File: src/rtl/ysyx_bus_pkg.sv
// Shared encodings for the IFU/LSU memory bus arbiter.
package ysyx_bus_pkg;

  typedef enum logic [2:0] {
    ARB_IDLE   = 3'd0,
    ARB_IFU_AR = 3'd1,
    ARB_IFU_R  = 3'd2,
    ARB_LSU_AR = 3'd3,
    ARB_LSU_R  = 3'd4,
    ARB_LSU_W  = 3'd5
  } arb_state_t;

  typedef enum logic {
    OWN_IFU = 1'b0,
    OWN_LSU = 1'b1
  } owner_t;

  localparam int STRB_W = 8;

  // Fetches are always a full 32-bit word.
  localparam logic [STRB_W-1:0] IFU_RSTRB = 8'h0F;

endpackage

File: src/rtl/ysyx_bus_watchdog.sv
// Open-transaction cycle counter; expire pulses in the TIMEOUT-th enabled cycle.
module ysyx_bus_watchdog #(
  parameter int TIMEOUT = 1023
) (
  input  logic clk,
  input  logic rst,
  input  logic en,
  input  logic clr,
  output logic expire
);

  localparam int CNT_W = $clog2(TIMEOUT + 1);
  localparam logic [CNT_W-1:0] LAST = CNT_W'(TIMEOUT - 1);

  logic [CNT_W-1:0] cnt_q;

  // The count lags the open-cycle number by one, so LAST marks cycle TIMEOUT.
  always_ff @(posedge clk) begin
    if (rst || clr) begin
      cnt_q <= '0;
    end else if (en && (cnt_q != LAST)) begin
      cnt_q <= cnt_q + 1'b1;
    end
  end

  assign expire = en && !clr && (cnt_q == LAST);

endmodule

File: src/rtl/ysyx_bus_arbiter.sv
// Shares one memory bus master between IFU fetches and LSU loads/stores,
// one transaction at a time, with starvation guard and hang watchdog.
module ysyx_bus_arbiter
  import ysyx_bus_pkg::*;
#(
  parameter int ADDR_W     = 32,
  parameter int DATA_W     = 32,
  parameter int STARVE_MAX = 4,
  parameter int TIMEOUT    = 1023
) (
  input  logic              clk,
  input  logic              rst,
  input  logic [ADDR_W-1:0] ifu_araddr,
  input  logic              ifu_arvalid,
  output logic [DATA_W-1:0] ifu_rdata_o,
  output logic              ifu_rvalid_o,
  input  logic [ADDR_W-1:0] lsu_araddr,
  input  logic              lsu_arvalid,
  input  logic [STRB_W-1:0] lsu_rstrb,
  output logic [DATA_W-1:0] lsu_rdata_o,
  output logic              lsu_rvalid_o,
  input  logic [ADDR_W-1:0] lsu_awaddr,
  input  logic              lsu_awvalid,
  input  logic              lsu_wvalid,
  input  logic [DATA_W-1:0] lsu_wdata,
  input  logic [STRB_W-1:0] lsu_wstrb,
  output logic              lsu_wready_o,
  output logic [ADDR_W-1:0] bus_araddr_o,
  output logic [ADDR_W-1:0] bus_awaddr_o,
  output logic              bus_arvalid_o,
  output logic [STRB_W-1:0] bus_rstrb_o,
  output logic [STRB_W-1:0] bus_wstrb_o,
  input  logic              bus_arready,
  input  logic [DATA_W-1:0] bus_rdata,
  input  logic              bus_rvalid,
  output logic              bus_awvalid_o,
  output logic              bus_wvalid_o,
  output logic [DATA_W-1:0] bus_wdata_o,
  input  logic              bus_wready,
  output logic              err_o
);

  localparam int SC_W = $clog2(STARVE_MAX + 1);
  localparam logic [SC_W-1:0] SC_MAX = SC_W'(STARVE_MAX);

  function automatic logic [SC_W-1:0] sat_inc(input logic [SC_W-1:0] v);
    return (v == SC_MAX) ? v : v + 1'b1;
  endfunction

  arb_state_t        state_q;
  owner_t            owner_q;
  logic [SC_W-1:0]   starve_q;
  logic              err_q;
  logic              arvalid_q;
  logic              wvalid_q;
  logic [ADDR_W-1:0] araddr_q;
  logic [ADDR_W-1:0] awaddr_q;
  logic [STRB_W-1:0] rstrb_q;
  logic [STRB_W-1:0] wstrb_q;
  logic [DATA_W-1:0] wdata_q;

  logic in_ar, in_r, in_w;
  logic bus_done, wd_expire, timeout_fire, done;
  logic ifu_forced, store_req, grant_ifu, grant_store, grant_load;
  logic [DATA_W-1:0] rdata_fwd;

  assign in_ar = (state_q == ARB_IFU_AR) || (state_q == ARB_LSU_AR);
  assign in_r  = (state_q == ARB_IFU_R)  || (state_q == ARB_LSU_R);
  assign in_w  = (state_q == ARB_LSU_W);

  // A genuine bus response in the expiry cycle wins over the timeout.
  assign bus_done     = (in_ar && bus_arready && bus_rvalid) ||
                        (in_r && bus_rvalid) || (in_w && bus_wready);
  assign timeout_fire = wd_expire && !bus_done;
  assign done         = (bus_done || timeout_fire) && !rst;

  assign ifu_forced  = ifu_arvalid && (starve_q == SC_MAX);
  assign store_req   = lsu_awvalid && lsu_wvalid;
  assign grant_ifu   = ifu_forced || (ifu_arvalid && !store_req && !lsu_arvalid);
  assign grant_store = !ifu_forced && store_req;
  assign grant_load  = !ifu_forced && !store_req && lsu_arvalid;

  ysyx_bus_watchdog #(
    .TIMEOUT(TIMEOUT)
  ) u_watchdog (
    .clk   (clk),
    .rst   (rst),
    .en    (state_q != ARB_IDLE),
    .clr   (state_q == ARB_IDLE),
    .expire(wd_expire)
  );

  always_ff @(posedge clk) begin
    if (rst) begin
      state_q   <= ARB_IDLE;
      owner_q   <= OWN_IFU;
      starve_q  <= '0;
      err_q     <= 1'b0;
      arvalid_q <= 1'b0;
      wvalid_q  <= 1'b0;
      araddr_q  <= '0;
      awaddr_q  <= '0;
      rstrb_q   <= '0;
      wstrb_q   <= '0;
      wdata_q   <= '0;
    end else begin
      unique case (state_q)
        ARB_IDLE: begin
          if (grant_ifu) begin
            state_q   <= ARB_IFU_AR;
            owner_q   <= OWN_IFU;
            araddr_q  <= ifu_araddr;
            rstrb_q   <= IFU_RSTRB;
            arvalid_q <= 1'b1;
            starve_q  <= '0;
          end else if (grant_store) begin
            state_q  <= ARB_LSU_W;
            owner_q  <= OWN_LSU;
            awaddr_q <= lsu_awaddr;
            wdata_q  <= lsu_wdata;
            wstrb_q  <= lsu_wstrb;
            wvalid_q <= 1'b1;
            if (ifu_arvalid) starve_q <= sat_inc(starve_q);
          end else if (grant_load) begin
            state_q   <= ARB_LSU_AR;
            owner_q   <= OWN_LSU;
            araddr_q  <= lsu_araddr;
            rstrb_q   <= lsu_rstrb;
            arvalid_q <= 1'b1;
            if (ifu_arvalid) starve_q <= sat_inc(starve_q);
          end
        end
        ARB_IFU_AR, ARB_LSU_AR: begin
          if (bus_done || timeout_fire) begin
            state_q   <= ARB_IDLE;
            arvalid_q <= 1'b0;
          end else if (bus_arready) begin
            state_q   <= (state_q == ARB_IFU_AR) ? ARB_IFU_R : ARB_LSU_R;
            arvalid_q <= 1'b0;
          end
        end
        ARB_IFU_R, ARB_LSU_R: begin
          if (bus_done || timeout_fire) state_q <= ARB_IDLE;
        end
        ARB_LSU_W: begin
          if (bus_done || timeout_fire) begin
            state_q  <= ARB_IDLE;
            wvalid_q <= 1'b0;
          end
        end
        default: begin
          state_q   <= ARB_IDLE;
          arvalid_q <= 1'b0;
          wvalid_q  <= 1'b0;
        end
      endcase
      if (timeout_fire) err_q <= 1'b1;
    end
  end

  assign rdata_fwd    = timeout_fire ? '0 : bus_rdata;
  assign ifu_rvalid_o = done && (owner_q == OWN_IFU);
  assign lsu_rvalid_o = done && (owner_q == OWN_LSU) && !in_w;
  assign lsu_wready_o = done && in_w;
  assign ifu_rdata_o  = ifu_rvalid_o ? rdata_fwd : '0;
  assign lsu_rdata_o  = lsu_rvalid_o ? rdata_fwd : '0;

  assign bus_araddr_o  = araddr_q;
  assign bus_awaddr_o  = awaddr_q;
  assign bus_arvalid_o = arvalid_q;
  assign bus_rstrb_o   = rstrb_q;
  assign bus_wstrb_o   = wstrb_q;
  assign bus_awvalid_o = wvalid_q;
  assign bus_wvalid_o  = wvalid_q;
  assign bus_wdata_o   = wdata_q;
  assign err_o         = err_q;

endmodule
File: config.mk
export PLATFORM = sky130hd
export DESIGN_NAME = ysyx_bus_arbiter
export DESIGN_NICKNAME = d
export VERILOG_FILES = /design/src/rtl/ysyx_bus_pkg.sv /design/src/rtl/ysyx_bus_watchdog.sv /design/src/rtl/ysyx_bus_arbiter.sv
export SDC_FILE = /design/constraint.sdc
export NUM_CORES = 1
export LEC_CHECK = 0
export BUFFER_PORTS_ARGS = -buffer_cell sky130_fd_sc_hd__buf_2
export CAP_MARGIN = 10
export CORE_AREA = 8 8 138 140
export CTS_CLUSTER_SIZE = 10
export DETAILED_ROUTE_END_ITERATION = 10
export DIE_AREA = 0 0 146 148
export PLACE_DENSITY = 0.67
export SYNTH_ARGS = -nofsm -noshare
export SYNTH_HDL_FRONTEND = slang
export SYNTH_SLANG_ARGS = --single-unit
File: constraint.sdc
create_clock -name clk -period 3.1 [get_ports clk]
set_input_delay 0.31 -clock clk [delete_from_list [all_inputs] [get_ports clk]]
set_output_delay 0.31 -clock clk [all_outputs]
set_load 0.02 [all_outputs]
==> results of run 1 <==
cell families after synthesis:
| family | Yosys count | synth area share |
|---|---|---|
| AND/OR/NAND/NOR | 394 | 0.297 |
| adder cells (fa/ha/maj) | 4 | 0.00847 |
| multiplexers | 1 | 0.00169 |
| XOR/XNOR | 8 | 0.0119 |
| flip-flops | 132 | 0.447 |
| buffers and inverters | 63 | 0.0527 |
| AO/OA/AOI/OAI | 140 | 0.181 |
layer usage:
| metal | wire length, µm | part of all wire |
|---|---|---|
| met2 | 10900 | 0.51 |
| met4 | 352 | 0.017 |
| met5 | 10 | 0.00047 |
| met3 | 1890 | 0.089 |
| met1 | 8150 | 0.38 |
cell type report:
cell class | instances | area [µm²]
Antenna cell | 1 | 2.50
Clock buffer | 18 | 439
Clock inverter | 14 | 168
Fill cell | 1686 | 8430
Inverter | 4 | 15.0
Multi-Input combinational cell | 547 | 2980
Sequential cell | 132 | 2640
Tap cell | 225 | 282
Timing Repair Buffer | 379 | 1980
worst register-to-register path, stage by stage, from the launching register on:
cell	delay (ns)
dfxtp_1	0.46
or3_1	0.61
nor3_4	0.56
buf_4	0.36
nor2_1	0.09
a311oi_2	0.24
report_power, final:
part           switching [mW]  internal (mW)
clock network           0.821           1.23
registers               0.221           2.05
logic                    1.53          0.863
stage by stage:
stage / total power, mW / hold slack (ns)
after floorplan: 3.97 / 0.446
after global placement: 4.68 / 0.436
after detailed placement: 4.73 / 0.443
after CTS: 6.79 / 0.110
after global routing: 7.12 / 0.108
final: 6.72 / 0.128
layout by cell type (no fill, tap or decap), drive strengths merged, types with 4 or more instances in the layout:
master / synthesis / layout
a211oi: 5 / 5
a21oi: 84 / 84
a311oi: 32 / 32
a31oi: 4 / 4
and2: 65 / 65
buf: 19 / 379
clkbuf: 40 / 18
clkinv: 0 / 5
dfxtp: 132 / 132
ha: 4 / 4
inv: 4 / 10
nand2: 227 / 227
nand2b: 4 / 4
nand3: 7 / 7
nor2: 55 / 55
nor3: 16 / 16
xnor2: 5 / 5
how the worst max path moves through the flow:
stage	from	to	depth (start not counted)
2_1_floorplan	u_watchdog.cnt_q[0]$_SDFFE_PP0P_	ifu_rvalid_o	7
3_3_place_gp	state_q[2]$_SDFFE_PP0P_	ifu_rdata_o[30]	7
3_5_place_dp	state_q[0]$_SDFFE_PP0P_	bus_araddr_o[22]$_SDFFE_PP0P_	5
4_1_cts	state_q[2]$_SDFFE_PP0P_	ifu_rdata_o[30]	7
5_1_grt	state_q[2]$_SDFFE_PP0P_	ifu_rdata_o[25]	7
6_report	state_q[2]$_SDFFE_PP0P_	ifu_rdata_o[30]	7
flip-flops by register name, indices dropped and copies added (netlist names):
name and count:
bus_araddr_o 32, bus_arvalid_o 1, bus_awaddr_o 32, bus_awvalid_o 1
bus_rstrb_o 8, bus_wdata_o 32, bus_wstrb_o 8, err_o 1
owner_q 1, starve_q 3, state_q 3, u_watchdog.cnt_q 10
==> impl_metrics.tcl, run 1 <==
set metrics [dict create \
    outcome "complete, no violations" \
    worst_hold_path.endpoint "bus_awaddr_o[29]$_SDFFE_PP0P_" \
    crit_fanout 32 \
    tightest_slew_ns 0.776 \
    first_global_vias 6273 \
    drv_slew 0 \
    synth_seq_cells 132 \
    most_area_consuming_cells_after_synthesis "dfxtp_1 (45%), nand2_1 (14%), a311oi_2 (7.6%)" \
    yosysTopAreaCellShare 0.447 \
    cp_data_required_time_ns 2.79 \
    detailedPlacementHpwl_um 16500 \
    cts_hold_buf 0 \
    cp-start-kind "register" \
    slowest_delay_ns 0.56 \
    final_period_minus_worst_setup_slack_ns 2.80 \
    largest_net_degree_at_the_start_of_global_routing 74 \
    grt-busiest-layer "met2" \
    setup_tns_ns 0 \
    mappedNetlistArea_um2 5910 \
    fin_worst_setup_slack_ns 0.296 \
    r2r.worst_path.cells 5 \
    finalCoreUtilization 0.502 \
    grt.met1_usage 0.195 \
    dpl-instance-area_um2 7890 \
    critical_path.top_delay_family "simple AND/OR/NAND/NOR gates" \
    drt-wirelength-per-cell_um 16.1 \
    post-route-cell-area_um2 8500 \
    yosys_warnings 0 \
    grtUsageMet2 0.339 \
    max_freq_mhz 357 \
    min_delay_path_depth 3 \
    dieArea_um2 21600 \
    place_worst_setup_slack_ns 0.662 \
    std_cell_rows 48 \
    rr_endpoint "bus_araddr_o[26]$_SDFFE_PP0P_" \
    timing.hold.worst.class "primary input to register" \
    timing.setup.critical_path_class "register to primary output" \
    leakage_power_nw 4.10 \
    vdd_drop_max_mv 0.429 \
    fp.dieH_um 148 \
    cts_inserted_buffers 17 \
    finalHoldViolCount 0 \
    timing.final.setup_violations 0 \
    clk_latency_ns 0.41 \
    min-delay-start "lsu_awaddr[29]" \
    post-synth-top-area-cell "dfxtp_1" \
    met3_usage 0.0789 \
    synth_top_cells_by_count "nand2_1 (227), dfxtp_1 (132), a21oi_1 (84)" \
    fin_worst_skew_ns 0.00636 \
    htreeDepth 4 \
    postSynthAreaPerCell_um2 7.96 \
    synth.distinct_cells 45 \
    fin_cells 1320 \
    maxCapViolations 0 \
    clockRootBuffer "clkbuf_16" \
    drt_wl_total_um 21300 \
    postCtsResizedCells 0 \
    detail_route.vias_per_cell 4.73 \
    post-cts-setup-buffers 0 \
    clk_sink_count 132 \
    drc 0 \
    setup_repair_after_global_routing_missed_its_margin "false" \
    ys_dominant_reg_cell "dfxtp_1" \
    yosysMostFrequentCell "nand2_1" \
    first_pass_grt_wire_length_um 32900 \
    synth-edff-count 0 \
    crit-reg2reg-launch "state_q[0]$_SDFFE_PP0P_" \
    placeable_core_region_um2 16900 \
    route.antenna.remaining_nets 0 \
    initial_core_util 0.349 \
    critical_path_arrival_ns 2.49 \
    finalCritPeriodShare 0.905 \
    fin_nets 1270 \
    async_reset_ff_frac 0 \
    final_layout_size_suffix_gt1_frac 0.409 \
    grt_antenna_before_repair 2 \
    tritoncts "yes" \
    die_outline_width_um 146 \
    critical_path.endpoint_type "primary output" \
    path_cells "nor2b_1 > o2bb2ai_1 > a21oi_1 > nor3_2 > buf_4 > and2_1 > buf_2" \
    synth_sequential_area_ratio 0.447 \
    cts_max_path_buffers 2 \
    place_congestion 0.786 \
    register_to_register_setup_slack_ns 0.68 \
    areaGrowthSynthToFinish_pct 43.9 \
    dr_iter_0_viols 328 \
    vias 6239 \
    clkSlewWorstSetupHoldPaths_ns 0.06 \
    ports_placed_on_the_boundary 368 \
    global_route.usage.total 0.188 \
    p_per_area_nw_per_um2 790 \
    critPathBufInv 2 \
    mappedNetlistNets 931 \
    crit_path_top_delay_cell "dfxtp_1" \
    first_pass_iters 4 \
    io_buffer_count 367 \
    post_synth_inst_count 742 \
    slew_headroom 0.483 \
    place.detailed.instances 1287 \
    sum_of_overflow_across_all_layers_after_global_routing 0 \
]
No activity file was read; power rests on OpenSTA's default activity.
==> inputs of run 2 (changes only) <==
==> constraint.sdc (replaced) <==
create_clock -name clk -period 3.1 [get_ports clk]
set_input_delay 0.465 -clock clk [delete_from_list [all_inputs] [get_ports clk]]
set_output_delay 0.465 -clock clk [all_outputs]
set_load 0.02 [all_outputs]
==> impl_metrics.tcl, run 2 (synthesis results as in run 1) <==
set metrics [dict create \
    outcome "complete, no violations" \
    timing.hold.ws_ns 0.286 \
    dpl-instance-area_um2 7890 \
    met3_usage 0.0749 \
    setup_repair_after_global_routing_missed_its_margin "false" \
    fin_nets 1269 \
    grt_antenna_before_repair 1 \
    drc 0 \
    cts_inserted_buffers 17 \
    ports_placed_on_the_boundary 368 \
    htreeDepth 4 \
    grtUsageMet2 0.325 \
    sum_of_overflow_across_all_layers_after_global_routing 0 \
    slowest_delay_ns 0.46 \
    max_freq_mhz 362 \
    areaGrowthSynthToFinish_pct 43.2 \
    path_cells "nor2b_1 > o2bb2ai_1 > a21oi_1 > nor3_2 > buf_4 > and2_1 > buf_2" \
    first_pass_iters 4 \
    route.antenna.remaining_nets 0 \
    finalCritPeriodShare 0.890 \
    grt.met1_usage 0.199 \
    critical_path_arrival_ns 2.29 \
    drt_wl_total_um 21200 \
    detailedPlacementHpwl_um 16200 \
    final_layout_size_suffix_gt1_frac 0.407 \
    cts_max_path_buffers 2 \
    critical_path.endpoint_type "primary output" \
    placeable_core_region_um2 16900 \
    cp_data_required_time_ns 2.63 \
    setup_tns_ns 0 \
    cp-start-kind "register" \
    crit_fanout 32 \
    leakage_power_nw 4.07 \
    dr_iter_0_viols 287 \
    vias 6254 \
    tritoncts "yes" \
    final_period_minus_worst_setup_slack_ns 2.76 \
    crit_path_top_delay_cell "dfxtp_2" \
    std_cell_rows 48 \
    post-cts-setup-buffers 0 \
    drt-wirelength-per-cell_um 16.1 \
    timing.hold.worst.class "primary input to register" \
    dieArea_um2 21600 \
    finalHoldViolCount 0 \
    die_outline_width_um 146 \
    place_congestion 0.837 \
    fp.dieH_um 148 \
    timing.final.setup_violations 0 \
    mostFrequentLayoutCell "buf_2" \
    vdd_drop_max_mv 0.360 \
    grt-busiest-layer "met2" \
    io_buffer_count 367 \
    clockRootBuffer "clkbuf_16" \
    fin_worst_skew_ns 0.0101 \
    first_pass_grt_wire_length_um 32300 \
    first_global_vias 6067 \
    layout.cells.most_common_list "buf_2 (366), nand2_1 (226), dfxtp_1 (131)" \
    slew_headroom 0.489 \
    cts_hold_buf 0 \
    clk_latency_ns 0.41 \
    initial_core_util 0.349 \
    drv_slew 0 \
    global_route.usage.total 0.186 \
    post-route-cell-area_um2 8460 \
    num-fill-cells 1691 \
    clkSlewWorstSetupHoldPaths_ns 0.06 \
    timing.setup.critical_path_class "register to primary output" \
    largest_net_degree_at_the_start_of_global_routing 73 \
    detail_route.vias_per_cell 4.75 \
    tightest_slew_ns 0.767 \
    maxCapViolations 0 \
    clk_sink_count 132 \
    postCtsResizedCells 0 \
    p_per_area_nw_per_um2 782 \
    power_mw 6.62 \
]
## run 2: layout make-up
class                   instances  area [µm²]  area share
clock buffers                  20         447      0.0528
flip-flops and latches        132        2640       0.312
inverters                       4        15.0     0.00177
diodes                          1        2.50    0.000296
clock inverters                11         128      0.0151
repair buffers                378        1970       0.233
well taps                     225         282      0.0333
multi-input cells             547        2980       0.352
## run 2: metal layers
| layer | wire length, µm | part of all wire |
|---|---|---|
| met5 | 0 | 0 |
| met4 | 324 | 0.015 |
| met3 | 1840 | 0.087 |
| met2 | 10700 | 0.51 |
| met1 | 8340 | 0.39 |
## run 2: power breakdown
group	total, mW	internal [mW]	leakage, nW	switching [mW]
sequential	2.26	2.05	1.08	0.214
clock	1.96	1.20	0.273	0.758
combinational	2.39	0.855	2.71	1.54
total	6.62	4.11	4.07	2.51
## run 2: critical path: cells and delay by family (launching register included)
family	cells	cell delay, ns
AND/OR/NAND/NOR	3	0.58
flip-flops	1	0.46
buffers and inverters	2	0.43
AO/OA/AOI/OAI	2	0.42
## run 2: final timing paths
| check | start | endpoint | slack [ns] | depth (start not counted) |
|---|---|---|---|---|
| worst max-delay path | state_q[2]$_SDFFE_PP0P_ | ifu_rdata_o[7] | 0.34 | 7 |
| worst min-delay path | lsu_awaddr[26] | bus_awaddr_o[26]$_SDFFE_PP0P_ | 0.29 | 3 |
| worst max register to register | state_q[0]$_SDFFE_PP0P_ | bus_araddr_o[30]$_SDFFE_PP0P_ | 0.89 | 5 |
| worst min register to register | bus_awaddr_o[22]$_SDFFE_PP0P_ | bus_awaddr_o[22]$_SDFFE_PP0P_ | 0.45 | 2 |
## run 2: through the flow
step / cells / setup slack, ns / utilization
floorplan: 742 / 0.905 / -
global placement: 1286 / 0.719 / 0.466
detailed placement: 1286 / 0.642 / 0.466
CTS: 1317 / 0.186 / 0.500
global route: 1318 / 0.0832 / 0.500
finish: 1318 / 0.341 / 0.500
==> inputs of run 3 (changes only) <==
- MAX_ROUTING_LAYER: default -> met4
- REMOVE_ABC_BUFFERS: default -> 1
==> impl_metrics.tcl, run 3 (synthesis results as in run 1) <==
set metrics [dict create \
    outcome "complete, no violations" \
    max_freq_mhz 346 \
    tritoncts "yes" \
    dieArea_um2 21600 \
    clk_sink_count 132 \
    clk_latency_ns 0.42 \
    top_signal_layer_used "met4" \
    first_pass_grt_wire_length_um 31700 \
    std_cell_rows 48 \
    cts_hold_buf 0 \
    power_mw 6.77 \
    tightest_slew_ns 0.823 \
    ports_placed_on_the_boundary 368 \
    detailedPlacementHpwl_um 15300 \
    num-fill-cells 1644 \
    largest_net_degree_at_the_start_of_global_routing 118 \
    cp-start-kind "register" \
    die_outline_width_um 146 \
    fin_cells 1324 \
    timing.hold.worst.class "primary input to register" \
    clkSlewWorstSetupHoldPaths_ns 0.07 \
    routed_length_on_met1_um 8920 \
    cts_max_path_buffers 2 \
    grt_antenna_before_repair 2 \
    drv_slew 0 \
    global_route.usage.total 0.185 \
    place_congestion 0.881 \
    placeable_core_region_um2 16900 \
    clockRootBuffer "clkbuf_16" \
    final_layout_size_suffix_gt1_frac 0.411 \
    slew_headroom 0.448 \
    drt_wl_total_um 20300 \
    first_pass_iters 4 \
    critical_path_arrival_ns 2.43 \
    maxCapViolations 0 \
    route.antenna.remaining_nets 0 \
    cts_inserted_buffers 17 \
    layout.cells.most_common_list "buf_2 (366), nand2_1 (226), dfxtp_1 (132)" \
    met3WireLength_um 1630 \
    first_global_vias 5998 \
    leakage_power_nw 4.11 \
    drt-wirelength-per-cell_um 15.4 \
    drc 0 \
    setup_repair_after_global_routing_missed_its_margin "false" \
    cp_data_required_time_ns 2.63 \
    final_period_minus_worst_setup_slack_ns 2.89 \
    fin_nets 1273 \
    vias 6152 \
    detail_route.vias_per_cell 4.65 \
    io_buffer_count 367 \
    fp.dieH_um 148 \
    initial_core_util 0.349 \
    timing.final.setup_violations 0 \
    timing.setup.critical_path_class "register to primary output" \
    areaGrowthSynthToFinish_pct 44.1 \
    htreeDepth 4 \
    vdd_drop_max_mv 0.358 \
    dr_iter_0_viols 285 \
    mostFrequentLayoutCell "buf_2" \
    p_per_area_nw_per_um2 795 \
    finalCritPeriodShare 0.933 \
    crit_fanout 32 \
    place.detailed.instances 1290 \
    critical_path.endpoint_type "primary output" \
    finalHoldViolCount 0 \
    sum_of_overflow_across_all_layers_after_global_routing 0 \
    fin_worst_skew_ns 0.0109 \
    detailroute.wirelength.met2_um 9390 \
]
## run 3: where the power goes
group | leakage [nW] | internal [mW] | switching (mW) | total (mW)
logic | 2.73 | 0.899 | 1.54 | 2.43
clock network | 0.299 | 1.22 | 0.844 | 2.07
registers | 1.08 | 2.05 | 0.221 | 2.27
## run 3: layer usage
layer | vias up | track usage
met5 | - | -
met4 | 0 | 0.0639
met3 | 31 | 0.0575
met2 | 247 | 0.291
met1 | 2710 | 0.222
li1 | 3164 | -
## run 3: per-stage QoR
stage	setup TNS [ns]	setup slack (ns)	hold WS, ns	instance area (µm²)	utilization
6_report	0	0.209	0.284	8520	0.503
5_1_grt	0	0.0439	0.275	8520	0.503
4_1_cts	0	0.164	0.261	8510	0.503
3_5_place_dp	0	0.624	0.443	7900	0.467
3_3_place_gp	0	0.631	0.436	7900	0.467
2_1_floorplan	-24.04	-0.251	0.443	5610	-
## run 3: what timing repair did
item,CTS,global route
setup buffers,0,0
gates resized for setup,0,1
endpoints found under the setup margin,0,45
## run 3: final timing paths
| kind | end | start | cells past startpoint | slack (ns) |
|---|---|---|---|---|
| setup reg to reg | bus_araddr_o[2]$_SDFFE_PP0P_ | state_q[0]$_SDFFE_PP0P_ | 5 | 0.71 |
| hold reg to reg | bus_rstrb_o[7]$_SDFFE_PP0P_ | bus_rstrb_o[7]$_SDFFE_PP0P_ | 2 | 0.45 |
| hold / removal | bus_wdata_o[2]$_SDFFE_PP0P_ | lsu_wdata[2] | 3 | 0.28 |
| setup / recovery | ifu_rdata_o[11] | state_q[2]$_SDFFE_PP0P_ | 7 | 0.21 |
## run 3: final cells by class
type / count / area (µm²) / share of cell area
Antenna cell: 2 / 5.00 / 0.000588
Clock buffer: 17 / 425 / 0.0499
Clock inverter: 15 / 181 / 0.0213
Inverter: 4 / 15.0 / 0.00176
Multi-Input combinational cell: 547 / 2980 / 0.350
Sequential cell: 132 / 2640 / 0.310
Tap cell: 225 / 282 / 0.0330
Timing Repair Buffer: 382 / 1990 / 0.234
## run 3: worst max-delay path, cell delays in order, from the launching register on
cell and delay (ns):
dfxtp_1 0.55, nor2b_2 0.29, o2bb2ai_1 0.24, a21oi_1 0.18, nor3_2 0.13, buf_4 0.28
and2_1 0.18, buf_2 0.17
